<file path="src/rtl/uart_tx_responder_if.sv">
// uart_tx_responder_if: core data-bus link between a master and the UART TX responder.
//   iReadEnable/iWriteEnable : bus strobes
//   iByteEnable              : write byte lanes
//   iAddress/iWriteData      : byte address and write data
//   oReadData                : responder read data, 0 when not selected
interface uart_tx_responder_if;
  logic        iReadEnable;
  logic        iWriteEnable;
  logic [3:0]  iByteEnable;
  logic [31:0] iAddress;
  logic [31:0] iWriteData;
  logic [31:0] oReadData;
  modport master (output iReadEnable, iWriteEnable, iByteEnable, iAddress, iWriteData, input oReadData);
  modport slave (input iReadEnable, iWriteEnable, iByteEnable, iAddress, iWriteData, output oReadData);
endinterface

</file>
<file path="src/rtl/uart_tx_responder.sv">
// uart_tx_responder: memory-mapped 8N1 UART transmitter with TX FIFO on the core data bus.
//   iCLK, iRST : clock, asynchronous active-high reset
//   bus        : slave side of uart_tx_responder_if (combinational reads, posedge writes)
//   oTx        : registered serial line, idle high
//   oIrq       : only with UART_TX_IRQ_EN defined; registered "drained and idle" interrupt
// Registers: 0x0 TXDATA, 0x4 STATUS, 0x8 DIVISOR, 0xC IRQCTRL (UART_TX_IRQ_EN) or reserved.
module uart_tx_responder #(
  parameter logic [31:0] BASE_ADDR   = 32'hFF200100,
  parameter int          FIFO_DEPTH  = 16,
  parameter logic [15:0] DEFAULT_DIV = 16'd433
) (
  input  logic iCLK,
  input  logic iRST,
  uart_tx_responder_if.slave bus,
`ifdef UART_TX_IRQ_EN
  output logic oIrq,
`endif
  output logic oTx
);
  localparam int PW = $clog2(FIFO_DEPTH);
  localparam int CW = PW + 1;
  typedef enum logic [1:0] {IDLE, START, DATA, STOP} state_t;
  state_t          state_q;
  logic [7:0]      mem_q [FIFO_DEPTH];
  logic [PW-1:0]   wp_q, rp_q;
  logic [CW-1:0]   cnt_q, cnt_d;
  logic            ov_q, ov_d;
  logic [15:0]     div_q, bit_div_q, tick_q;
  logic [7:0]      shift_q;
  logic [2:0]      bit_q;
  logic            tx_q;
  logic            sel, wr, full, empty, busy, pop, push_req, push_ok, ov_clr, bit_end, irq_s;
  logic [1:0]      off;
  logic [31:0]     status, irqctrl;
  logic            unused_bits;
  assign unused_bits = ^{bus.iWriteData[31:16], bus.iAddress[1:0]};
  always_comb begin
    sel      = bus.iAddress[31:4] == BASE_ADDR[31:4];
    off      = bus.iAddress[3:2];
    wr       = sel && bus.iWriteEnable;
    full     = cnt_q == CW'(FIFO_DEPTH);
    empty    = cnt_q == '0;
    busy     = state_q != IDLE;
    pop      = !busy && !empty;
    push_req = wr && off == 2'd0 && bus.iByteEnable[0];
    // a pop in the same cycle frees the slot, so a push to a full FIFO still fits
    push_ok  = push_req && (!full || pop);
    cnt_d    = cnt_q + CW'(push_ok) - CW'(pop);
    ov_clr   = wr && off == 2'd1 && bus.iByteEnable[0] && bus.iWriteData[3];
    ov_d     = (push_req && !push_ok) || (ov_q && !ov_clr);
    bit_end  = tick_q == bit_div_q;
    status   = {16'h0, 8'(cnt_q), 3'b0, irq_s, ov_q, busy, empty, full};
    bus.oReadData = !(sel && bus.iReadEnable) ? 32'h0 :
                    off == 2'd1 ? status :
                    off == 2'd2 ? {16'h0, div_q} :
                    off == 2'd3 ? irqctrl : 32'h0;
  end
`ifdef UART_TX_IRQ_EN
  logic irq_en_q;
  assign irq_s   = oIrq;
  assign irqctrl = {31'h0, irq_en_q};
  always_ff @(posedge iCLK or posedge iRST)
    if (iRST) begin
      irq_en_q <= 1'b0;
      oIrq     <= 1'b0;
    end else begin
      if (wr && off == 2'd3 && bus.iByteEnable[0]) irq_en_q <= bus.iWriteData[0];
      oIrq <= irq_en_q && empty && !busy;
    end
`else
  assign irq_s   = 1'b0;
  assign irqctrl = 32'h0;
`endif
  always_ff @(posedge iCLK)
    if (push_ok) mem_q[wp_q] <= bus.iWriteData[7:0];
  always_ff @(posedge iCLK or posedge iRST)
    if (iRST) begin
      wp_q  <= '0;
      rp_q  <= '0;
      cnt_q <= '0;
      ov_q  <= 1'b0;
      div_q <= DEFAULT_DIV;
    end else begin
      if (push_ok) wp_q <= wp_q + PW'(1);
      if (pop) rp_q <= rp_q + PW'(1);
      cnt_q <= cnt_d;
      ov_q  <= ov_d;
      if (wr && off == 2'd2 && bus.iByteEnable[1:0] == 2'b11) div_q <= bus.iWriteData[15:0];
    end
  // tx_q is loaded with the level of the state being entered, keeping oTx a pure flop output
  always_ff @(posedge iCLK or posedge iRST)
    if (iRST) begin
      state_q   <= IDLE;
      tx_q      <= 1'b1;
      shift_q   <= '0;
      bit_div_q <= '0;
      tick_q    <= '0;
      bit_q     <= '0;
    end else begin
      case (state_q)
        IDLE:
          if (pop) begin
            shift_q   <= mem_q[rp_q];
            bit_div_q <= div_q;
            tick_q    <= '0;
            bit_q     <= '0;
            tx_q      <= 1'b0;
            state_q   <= START;
          end else tx_q <= 1'b1;
        START:
          if (bit_end) begin
            tick_q  <= '0;
            tx_q    <= shift_q[0];
            state_q <= DATA;
          end else tick_q <= tick_q + 16'd1;
        DATA:
          if (bit_end) begin
            tick_q  <= '0;
            shift_q <= shift_q >> 1;
            bit_q   <= bit_q + 3'd1;
            tx_q    <= bit_q == 3'd7 ? 1'b1 : shift_q[1];
            state_q <= bit_q == 3'd7 ? STOP : DATA;
          end else tick_q <= tick_q + 16'd1;
        STOP:
          if (bit_end) begin
            tick_q  <= '0;
            state_q <= IDLE;
          end else tick_q <= tick_q + 16'd1;
        default: state_q <= IDLE;
      endcase
    end
  assign oTx = tx_q;
endmodule

</file>
<file path="src/flat_wrapper.sv">
// flat-port wrapper written by rule: the top's interface ports become plain ports
module uart_tx_responder_flat 
#(
  parameter logic [31:0] BASE_ADDR   = 32'hFF200100,
  parameter int          FIFO_DEPTH  = 16,
  parameter logic [15:0] DEFAULT_DIV = 16'd433
)
  (iCLK, iRST, oTx, bus_iReadEnable, bus_iWriteEnable, bus_iByteEnable, bus_iAddress, bus_iWriteData, bus_oReadData);
  uart_tx_responder_if bus_i ();
  input  logic iCLK;
  input  logic iRST;
  output logic oTx;
  input wire logic [$bits(bus_i.iReadEnable)-1:0] bus_iReadEnable;
  input wire logic [$bits(bus_i.iWriteEnable)-1:0] bus_iWriteEnable;
  input wire logic [$bits(bus_i.iByteEnable)-1:0] bus_iByteEnable;
  input wire logic [$bits(bus_i.iAddress)-1:0] bus_iAddress;
  input wire logic [$bits(bus_i.iWriteData)-1:0] bus_iWriteData;
  output wire logic [$bits(bus_i.oReadData)-1:0] bus_oReadData;
  assign bus_i.iReadEnable = bus_iReadEnable;
  assign bus_i.iWriteEnable = bus_iWriteEnable;
  assign bus_i.iByteEnable = bus_iByteEnable;
  assign bus_i.iAddress = bus_iAddress;
  assign bus_i.iWriteData = bus_iWriteData;
  assign bus_oReadData = bus_i.oReadData;
  uart_tx_responder #(.BASE_ADDR(BASE_ADDR), .FIFO_DEPTH(FIFO_DEPTH), .DEFAULT_DIV(DEFAULT_DIV)) u_core (.iCLK(iCLK), .iRST(iRST), .bus(bus_i), .oTx(oTx));
endmodule
</file>
<file path="config.mk">
export PLATFORM = sky130hd
export DESIGN_NAME = uart_tx_responder_flat
export DESIGN_NICKNAME = d
export VERILOG_FILES = /design/src/rtl/uart_tx_responder_if.sv /design/src/rtl/uart_tx_responder.sv /design/src/flat_wrapper.sv
export SDC_FILE = /design/constraint.sdc
export NUM_CORES = 1
export LEC_CHECK = 0
export CAP_MARGIN = 20
export CORE_ASPECT_RATIO = 1.2
export CORE_UTILIZATION = 40
export CTS_BUF_LIST = sky130_fd_sc_hd__clkbuf_2
export CTS_CLUSTER_SIZE = 20
export DETAILED_ROUTE_END_ITERATION = 7
export DONT_BUFFER_PORTS = 1
export PLACE_DENSITY = 0.62
export SYNTH_ARGS = -nofsm -noshare
export SYNTH_HDL_FRONTEND = slang
export SYNTH_SLANG_ARGS = --single-unit
</file>
<file path="constraint.sdc">
create_clock -name iCLK -period 8.5 [get_ports iCLK]
set_clock_uncertainty 0.15 [all_clocks]
set_input_delay 0.85 -clock iCLK [delete_from_list [all_inputs] [get_ports iCLK]]
set_output_delay 0.85 -clock iCLK [all_outputs]
set_load 0.05 [all_outputs]
</file>
==> flow_summary.yaml, run 1 <==
clock_network:
  tritoncts: "yes"
  cts-buffers-inserted: 48
  clk_latency_ns: 0.77
  cts_root_buffer: "clkbuf_2"
  cts_max_level: 2
  clk_pin_slew_ns: 0.10
  clock_sinks: 204
  clockBufferDepth: 3
  cts_resized: 0
placed_design:
  routabilityCongestion: 0.811
  dp.cells: 958
  post-dp-hpwl_um: 12800
  io_buffers: 0
timing:
  max_freq_mhz: 254
  relSlewSlack: 0.275
  slew_violations: 0
  fin_crit_ns: 3.93
  rsz0062_at_grt: "no"
  tns_ns: 0
  period_share: 0.463
  worst_slew_pin_slew_ns: 1.09
  finalHoldViolations: 0
  finalSetupViolCount: 0
global_routing:
  grt_pass1_vias: 5937
  grt_max_degree: 77
  grt_overflow: 0
  antenna_found_initial: 1
  grt_first_pass_wirelength_um: 31300
  grtUsageTotal: 0.172
yosys:
  synth_cell_types: 59
  synth_top_area_cell: "edfxtp_1"
  synth_edf_count: 128
  synthCells: 672
  synth_area_leaders: "edfxtp_1, dfrtp_1, mux4_2, nand2_1, mux2i_1"
  syn_area_per_cell_um2: 13.9
  yosysSeqAreaShare: 0.618
  async_flop_share: 0.373
  synth_flop_cell: "edfxtp_1"
  synth_top_area_frac: 0.413
  syn_area_mm2: 0.00931
  ys_ff_latch: 204
  yosys_warnings: 0
setup_path:
  rr_startpoint: "u_core.cnt_q[2]$_DFF_PP0_"
  r2r_cells: 16
  worstPathRequired_ns: 7.50
  worstReg2RegEnd: "u_core.cnt_q[4]$_DFF_PP0_"
  critPathKind: "in -> out"
  crit_path_start_kind: "input port"
  end_kind: "output port"
  path_max_fanout: 10
  reg2reg_slack_ns: 4.69
  crit_arrival_ns: 2.93
min_path:
  min_from: "bus_iWriteData[4]"
  min_to: "u_core.div_q[4]$_DFFE_PP1P_"
  min_path_type: "in -> reg"
  holdPathStages: 1
floorplan:
  die-area_mm2: 0.0239
  coreArea_mm2: 0.0226
  placement_rows: 60
  chipHeight_um: 169
  start_util: 0.412
  dieWidth_um: 141
  boundaryPins: 105
detailed_routing:
  drc: 0
  finalWirelength_um: 19800
  vias: 5544
  wl_per_cell_um: 18.6
  ant_nets: 0
  dr.pass1.iters: 4
  dr.first_iter.drc_count: 283
  via_per_inst: 5.21
final_layout:
  ff_latch_area_mm2: 0.00575
  multi_input_area_mm2: 0.00325
  final.fill_count: 2012
  final_layout_size_suffix_gt1_frac: 0.195
  final_nets: 810
  layoutNonFillerInstCount: 1064
  area_growth_pct: 10.0
status:
  outcome: "finished, final reports clean"
power_and_ir_drop:
  power_leakage_uw: 0.00415
  powerDensity_mw_per_mm2: 199
  p_total_uw: 2040
  vdd_drop_max_v: 0.000130
job:
  drv_cap: 0
## kinds of logic after synthesis
logic type,share of synthesized area
flip-flops,0.618
AND/OR/NAND/NOR,0.110
multiplexers,0.120
AO/OA/AOI/OAI,0.0563
buffers and inverters,0.0391
XOR/XNOR,0.0292
adder cells (fa/ha/maj),0.0277
other,0.000403
## final cells by class
class / instances / area share
Antenna cell: 1 / 0.000244
Timing Repair Buffer: 32 / 0.0278
Inverter: 21 / 0.00782
Tap cell: 310 / 0.0379
Sequential cell: 204 / 0.562
Multi-Input combinational cell: 411 / 0.317
Clock buffer: 69 / 0.0337
Clock inverter: 16 / 0.0136
## state kept, by name, indices dropped and copies added (netlist names), 3 cells and up
register,cells
u_core.mem_q,128
u_core.rp_q,4
u_core.cnt_q,5
u_core.shift_q,8
u_core.bit_div_q,16
u_core.wp_q,4
u_core.div_q,16
u_core.bit_q,3
u_core.tick_q,16
## cell usage in the layout, fill, tap and decap left out, drive strengths merged, types with 4 or more instances in the layout
| master | instances |
|---|---|
| ha | 19 |
| a21oi | 12 |
| nand2b | 4 |
| clkinv | 14 |
| nand2 | 80 |
| mux2i | 29 |
| mux4 | 21 |
| nor4b | 8 |
| conb | 16 |
| xnor2 | 13 |
| dlygate4sd3 | 18 |
| nor4 | 10 |
| dfrtp | 70 |
| a31oi | 10 |
| clkbuf | 69 |
| nand4 | 5 |
| inv | 20 |
| and2 | 9 |
| edfxtp | 128 |
| nor2b | 8 |
| a22oi | 20 |
| nor3 | 7 |
| dfstp | 6 |
| nand3 | 20 |
| mux2 | 28 |
| nor2 | 23 |
| o211ai | 12 |
| o21ai | 5 |
| a22o | 7 |
| xor2 | 18 |
| buf | 14 |
## synth_stat cells (6+ instances only)
cell type / instances
mux2_2: 11
dfstp_2: 6
a22o_1: 7
mux2i_1: 29
nand3_1: 20
buf_4: 16
a21oi_1: 12
nor4_1: 9
ha_1: 19
a31oi_1: 10
a22oi_1: 20
o211ai_1: 12
dfrtp_1: 70
buf_2: 8
mux2_1: 7
mux4_2: 21
nand2_1: 80
inv_1: 21
and2_1: 9
edfxtp_1: 128
nor2_1: 23
mux2_4: 10
nor4b_1: 6
nor2b_1: 8
xnor2_1: 13
xor2_1: 18
clkbuf_1: 22
## layer usage
| metal | global-route usage | vias up | share of wire |
|---|---|---|---|
| met5 | 0 | - | 0 |
| met2 | 0.307 | 126 | 0.54 |
| met4 | 0.0709 | 0 | 0.023 |
| met3 | 0.0342 | 35 | 0.036 |
| li1 | - | 2600 | - |
| met1 | 0.201 | 2783 | 0.40 |
## stage by stage
step                      setup WS, ns  cell area [um^2]  hold slack, ns   util
after global routing              4.32             10200         0.00438  0.453
after CTS                         4.47             10200         0.00146  0.453
after floorplan                   4.73              9370           0.299      -
final                             4.57             10200          0.0999  0.453
after global placement            4.42              9560           0.323  0.423
after detailed placement          4.40              9560           0.336  0.423
## what timing repair did
item / 4_1_cts / 5_1_grt
setup endpoints to repair: 0 / 0
setup buffers: 0 / 0
endpoints found under the hold margin: 141 / 0
hold buffers: 18 / 0
## critical path: stages
cell and delay (ns):
or4bb_1 0.50, nor3_2 0.22, nand3_1 0.29, nor2b_1 0.49, and2_1 0.56
## worst max-delay path by stage
stage	start	to	cells past startpoint
after floorplan	bus_iAddress[19]	u_core.mem_q[0][0]$_DFFE_PP_	6
after global placement	bus_iAddress[19]	u_core.mem_q[3][4]$_DFFE_PP_	5
after detailed placement	bus_iAddress[23]	u_core.mem_q[3][2]$_DFFE_PP_	5
after CTS	u_core.cnt_q[2]$_DFF_PP0_	bus_oReadData[1]	5
after global routing	u_core.cnt_q[2]$_DFF_PP0_	bus_oReadData[1]	5
final	bus_iAddress[23]	bus_oReadData[7]	5
## report_power, final
group          switching (uW)  internal (uW)
logic                     151            105
registers                25.5           1080
clock network             368            307
(Power assumes the default switching activity.)
==> run 2: changes to the inputs <==
PLACE_DENSITY = 0.64   (was 0.62)
clock period = 3.25 ns   (was 8.5 ns; I/O delays follow)
==> flow_summary.yaml, run 2 (same netlist as run 1, synthesis figures left out) <==
setup_path:
  critPathKind: "in -> reg"
  cp_num_buf_inv: 4
  critical_path.most_common_cell: "dlygate4sd3_1"
  rr_startpoint: "u_core.cnt_q[2]$_DFF_PP0_"
  crit_arrival_ns: 3.57
  reg2reg_slack_ns: 0.35
  crit_chain: "nor2b_1 > nand2_1 > dlygate4sd3_1 > nor3_4 > dlygate4sd3_1 > buf_4 > dlygate4sd3_1 > mux2_4"
  worstReg2RegEnd: "u_core.cnt_q[4]$_DFF_PP0_"
  r2r_cells: 15
  crit_path_start_kind: "input port"
  slowest_delay_ns: 0.77
  path_max_fanout: 11
  cp_top_family: "buffers and inverters"
  end_kind: "flip-flop"
  worstPathRequired_ns: 3.79
  worst_path_max_delay_cell: "dlygate4sd3_1"
status:
  outcome: "finished, final reports clean"
global_routing:
  antenna_found_initial: 1
  grtUsageTotal: 0.175
  grt_pass1_vias: 6140
  grt_overflow: 0
  grt_max_degree: 31
  grt_first_pass_wirelength_um: 32200
timing:
  whs_ns: 0.0722
  tns_ns: 0
  max_freq_mhz: 330
  worst_slew_pin_slew_ns: 0.779
  slew_violations: 0
  setup_ws_ns: 0.221
  rsz0062_at_grt: "no"
  period_share: 0.932
  finalSetupViolCount: 0
  relSlewSlack: 0.479
  fin_crit_ns: 3.03
  finalHoldViolations: 0
power_and_ir_drop:
  vdd_drop_max_v: 0.000324
  power_leakage_uw: 0.00442
  powerDensity_mw_per_mm2: 496
final_layout:
  largest_register: "u_core.mem_q"
  postLayoutCellArea_mm2: 0.0107
  final_layout_size_suffix_gt1_frac: 0.230
  final.fill_count: 2013
  ff_latch_area_mm2: 0.00575
  finish.utilization: 0.472
  area_growth_pct: 14.5
  multi_input_area_mm2: 0.00325
  largest_reg_flops: 128
  final_nets: 860
  final_common_cell: "edfxtp_1"
  layout_common_cells: "edfxtp_1, nand2_1, clkbuf_2"
detailed_routing:
  via_per_inst: 5.16
  vias: 5784
  dr.pass1.iters: 4
  drc: 0
  finalWirelength_um: 20200
  ant_nets: 0
  wl_per_cell_um: 18.0
  dr.first_iter.drc_count: 332
min_path:
  min_from: "bus_iWriteData[9]"
  min_path_type: "in -> reg"
  holdPathStages: 2
  min_to: "u_core.div_q[9]$_DFFE_PP0P_"
clock_network:
  clk_latency_ns: 0.85
  clock_sinks: 204
  tritoncts: "yes"
  cts_root_buffer: "clkbuf_2"
  cts_max_level: 2
  clk_pin_slew_ns: 0.10
  post_cts_buffers: 0
  cts_hold_buffers: 37
  cts-buffers-inserted: 51
  cts_resized: 0
  clockBufferDepth: 3
floorplan:
  start_util: 0.412
  die-area_mm2: 0.0239
  coreArea_mm2: 0.0226
  dieWidth_um: 141
  chipHeight_um: 169
  placement_rows: 60
  boundaryPins: 105
job:
  drv_cap: 0
placed_design:
  pre_cts_slack_ns: 0.227
  io_buffers: 0
  routabilityCongestion: 0.808
  dpl_cell_area_mm2: 0.00980
  post-dp-hpwl_um: 13500
-- run 2: cell types whose count changed in the layout (fill, tap and decap cells not counted) --
cell	previous run	this run
buf_12	0	2
buf_4	14	41
bufinv_16	3	0
clkbuf_2	69	76
clkinv_2	1	4
clkinv_8	0	1
inv_6	0	2
dlygate4sd3_1	18	36
-- run 2: worst max path at each step --
stage                                         start                            to  slack (ns)  depth (start not counted)
final                               bus_iAddress[3]   u_core.div_q[1]$_DFFE_PP0P_        0.22                          8
after CTS                           bus_iAddress[3]   u_core.div_q[1]$_DFFE_PP0P_        0.29                          8
after global routing      u_core.cnt_q[2]$_DFF_PP0_     u_core.cnt_q[4]$_DFF_PP0_        0.09                         15
after floorplan                    bus_iAddress[19]  u_core.mem_q[0][0]$_DFFE_PP_       0.002                          6
after global placement             bus_iAddress[19]     u_core.cnt_q[4]$_DFF_PP0_        0.26                         13
after detailed placement           bus_iAddress[19]     u_core.cnt_q[4]$_DFF_PP0_        0.23                         13
-- run 2: cell type report --
class                      instances  area share
sequential                       204       0.540
multi-input combinational        411       0.305
timing repair buffer              79      0.0664
tap                              310      0.0364
clock buffer                      76      0.0357
clock inverter                    19     0.00915
inverter                          21     0.00751
antenna                            1    0.000235
-- run 2: layer usage --
metal,vias up,GRT usage,part of all wire
met4,0,0.0827,0.030
met1,2887,0.210,0.41
li1,2698,-,-
met2,155,0.301,0.52
met5,-,0,0
met3,44,0.0365,0.041
-- run 2: power by group --
group | switching, uW | internal [uW] | total (uW)
registers | 89.0 | 2830 | 2920
clock network | 1050 | 651 | 1700
logic | 378 | 289 | 667
-- run 2: stage by stage --
step	std cells	power [uW]
after global routing	1121	5550
after detailed placement	988	3590
after floorplan	687	3450
after global placement	988	3560
final	1121	5280
after CTS	1120	5360
==> run 3: changes to the inputs <==
CORE_MARGIN = 3   (was unset)
==> flow_summary.yaml, run 3 (same netlist as run 1, synthesis figures left out) <==
final_layout:
  ff_latch_area_mm2: 0.00575
  multi_input_area_mm2: 0.00325
  layout_common_cells: "edfxtp_1, nand2_1, clkbuf_2, dfrtp_1, buf_4"
  largest_reg_flops: 128
  area_growth_pct: 14.2
  finish.utilization: 0.469
  largest_register: "u_core.mem_q"
  final_layout_size_suffix_gt1_frac: 0.225
  final_common_cell: "edfxtp_1"
  final.fill_count: 2020
  final_nets: 859
timing:
  finalSetupViolCount: 0
  rsz0062_at_grt: "no"
  period_share: 0.912
  max_freq_mhz: 337
  whs_ns: 0.0661
  tns_ns: 0
  slew_violations: 0
  finalHoldViolations: 0
  fin_crit_ns: 2.96
  relSlewSlack: 0.434
  worst_slew_pin_slew_ns: 0.841
clock_network:
  clockBufferDepth: 3
  cts-buffers-inserted: 51
  clock_sinks: 204
  tritoncts: "yes"
  clk_pin_slew_ns: 0.10
  cts_max_level: 2
  cts_root_buffer: "clkbuf_2"
  post_cts_buffers: 0
  clk_latency_ns: 0.78
detailed_routing:
  vias: 5790
  dr.pass1.iters: 4
  drc: 0
  wl_per_cell_um: 17.6
  via_per_inst: 5.17
  ant_nets: 0
  dr.first_iter.drc_count: 341
  finalWirelength_um: 19700
power_and_ir_drop:
  powerDensity_mw_per_mm2: 496
  p_switching_uw: 1490
  vdd_drop_max_v: 0.000327
  power_leakage_uw: 0.00440
  seqPwrFrac: 0.554
  p_int_uw: 3790
  clock_power_share: 0.321
  netSwitchingFraction: 0.282
  pwr-share-comb: 0.125
setup_path:
  cp_top_family: "buffers and inverters"
  end_kind: "flip-flop"
  critPathKind: "in -> reg"
  path_depth: 7
  r2r_cells: 13
  cp_num_buf_inv: 3
  worstPathRequired_ns: 3.78
  critical_path.most_common_cell: "dlygate4sd3_1"
  worst_path_max_delay_cell: "dlygate4sd3_1"
  crit_arrival_ns: 3.49
  path_max_fanout: 8
  crit_path_start_kind: "input port"
  crit_chain: "dlygate4sd3_1 > nand2_1 > or4_4 > nor3_4 > dlygate4sd3_1 > mux2_2 > dlygate4sd3_1"
  slowest_delay_ns: 0.83
floorplan:
  chipHeight_um: 173
  dieWidth_um: 145
  die-area_mm2: 0.0251
  boundaryPins: 105
  start_util: 0.411
  coreArea_mm2: 0.0227
  placement_rows: 60
global_routing:
  grt_overflow: 0
  grt_max_degree: 36
  grt_pass1_vias: 5991
  grtUsageTotal: 0.158
  grt_first_pass_wirelength_um: 32000
  antenna_found_initial: 1
min_path:
  min_path_type: "in -> reg"
  holdPathStages: 2
status:
  outcome: "finished, final reports clean"
placed_design:
  routabilityCongestion: 0.846
  io_buffers: 0
  post-dp-hpwl_um: 13200
job:
  drv_cap: 0
run 3: cell types whose count changed in the layout (fill, tap and decap cells not counted), moves of 3 or more:
cell / delta
clkbuf_2: -7
buf_4: +3
dlygate4sd3_1: -3
clkinv_1: +5
run 3: layout make-up:
cell class,count,area share
repair buffers,78,0.0640
clock inverters,25,0.0126
inverters,21,0.00753
diodes,1,0.000235
well taps,310,0.0365
multi-input cells,411,0.306
flip-flops and latches,204,0.541
clock buffers,69,0.0325
run 3: path summary, 6_finish.rpt:
path	startpoint	end	slack (ns)
setup / recovery	bus_iWriteEnable	u_core.div_q[13]$_DFFE_PP0P_	0.29
max in group asynchronous	iRST	u_core.rp_q[0]$_DFFE_PP0P_	1.22
hold / removal	bus_iWriteData[14]	u_core.div_q[14]$_DFFE_PP0P_	0.07
hold reg to reg	u_core.div_q[7]$_DFFE_PP1P_	u_core.bit_div_q[7]$_DFFE_PP0P_	0.34
min in group asynchronous	iRST	u_core.oTx$_DFFE_PP1P_	0.44
setup reg to reg	u_core.state_q[0]$_DFFE_PP0P_	u_core.cnt_q[4]$_DFF_PP0_	0.36
run 3: timing repair:
action                     4_1_cts  5_1_grt
hold endpoints to repair       226        0
gates resized for setup          0        0
hold buffers                    33        0
setup endpoints to repair        0        0
run 3: layer usage:
layer | GRT usage | share of wire | wire length [um] | up-vias
li1 | - | - | - | 2696
met1 | 0.200 | 0.41 | 8120 | 2897
met2 | 0.272 | 0.52 | 10200 | 155
met3 | 0.0320 | 0.047 | 930 | 42
met4 | 0.0519 | 0.023 | 463 | 0
met5 | 0 | 0 | 0 | -
run 3: worst register-to-register path: stages, from the launching register on:
cell and delay (ns):
dfrtp_1 0.44, inv_1 0.11, ha_1 0.32, o21bai_1 0.16
or4_1 0.45, inv_1 0.08, ha_1 0.16, inv_1 0.05
fa_1 0.40, inv_1 0.07, a21oi_1 0.06, nor2_1 0.09
nor2_1 0.06, xnor2_1 0.11
run 3: power by group through the flow:
stage	Combinational [uW]	Sequential [uW]	Clock, uW
floorplan	509	2940	0
global placement	585	2980	0
detailed placement	611	2980	0
CTS	667	2920	1760
global route	726	2930	1910
finish	661	2920	1690
run 3: stage by stage:
step / total power, uW / setup WS [ns] / cells / instance area (um^2)
final: 5280 / 0.286 / 1119 / 10600
after global routing: 5570 / 0.132 / 1119 / 10600
after CTS: 5350 / 0.334 / 1118 / 10600
after detailed placement: 3590 / 0.220 / 991 / 9820
after global placement: 3560 / 0.246 / 991 / 9820
after floorplan: 3450 / 0.00192 / 687 / 9370
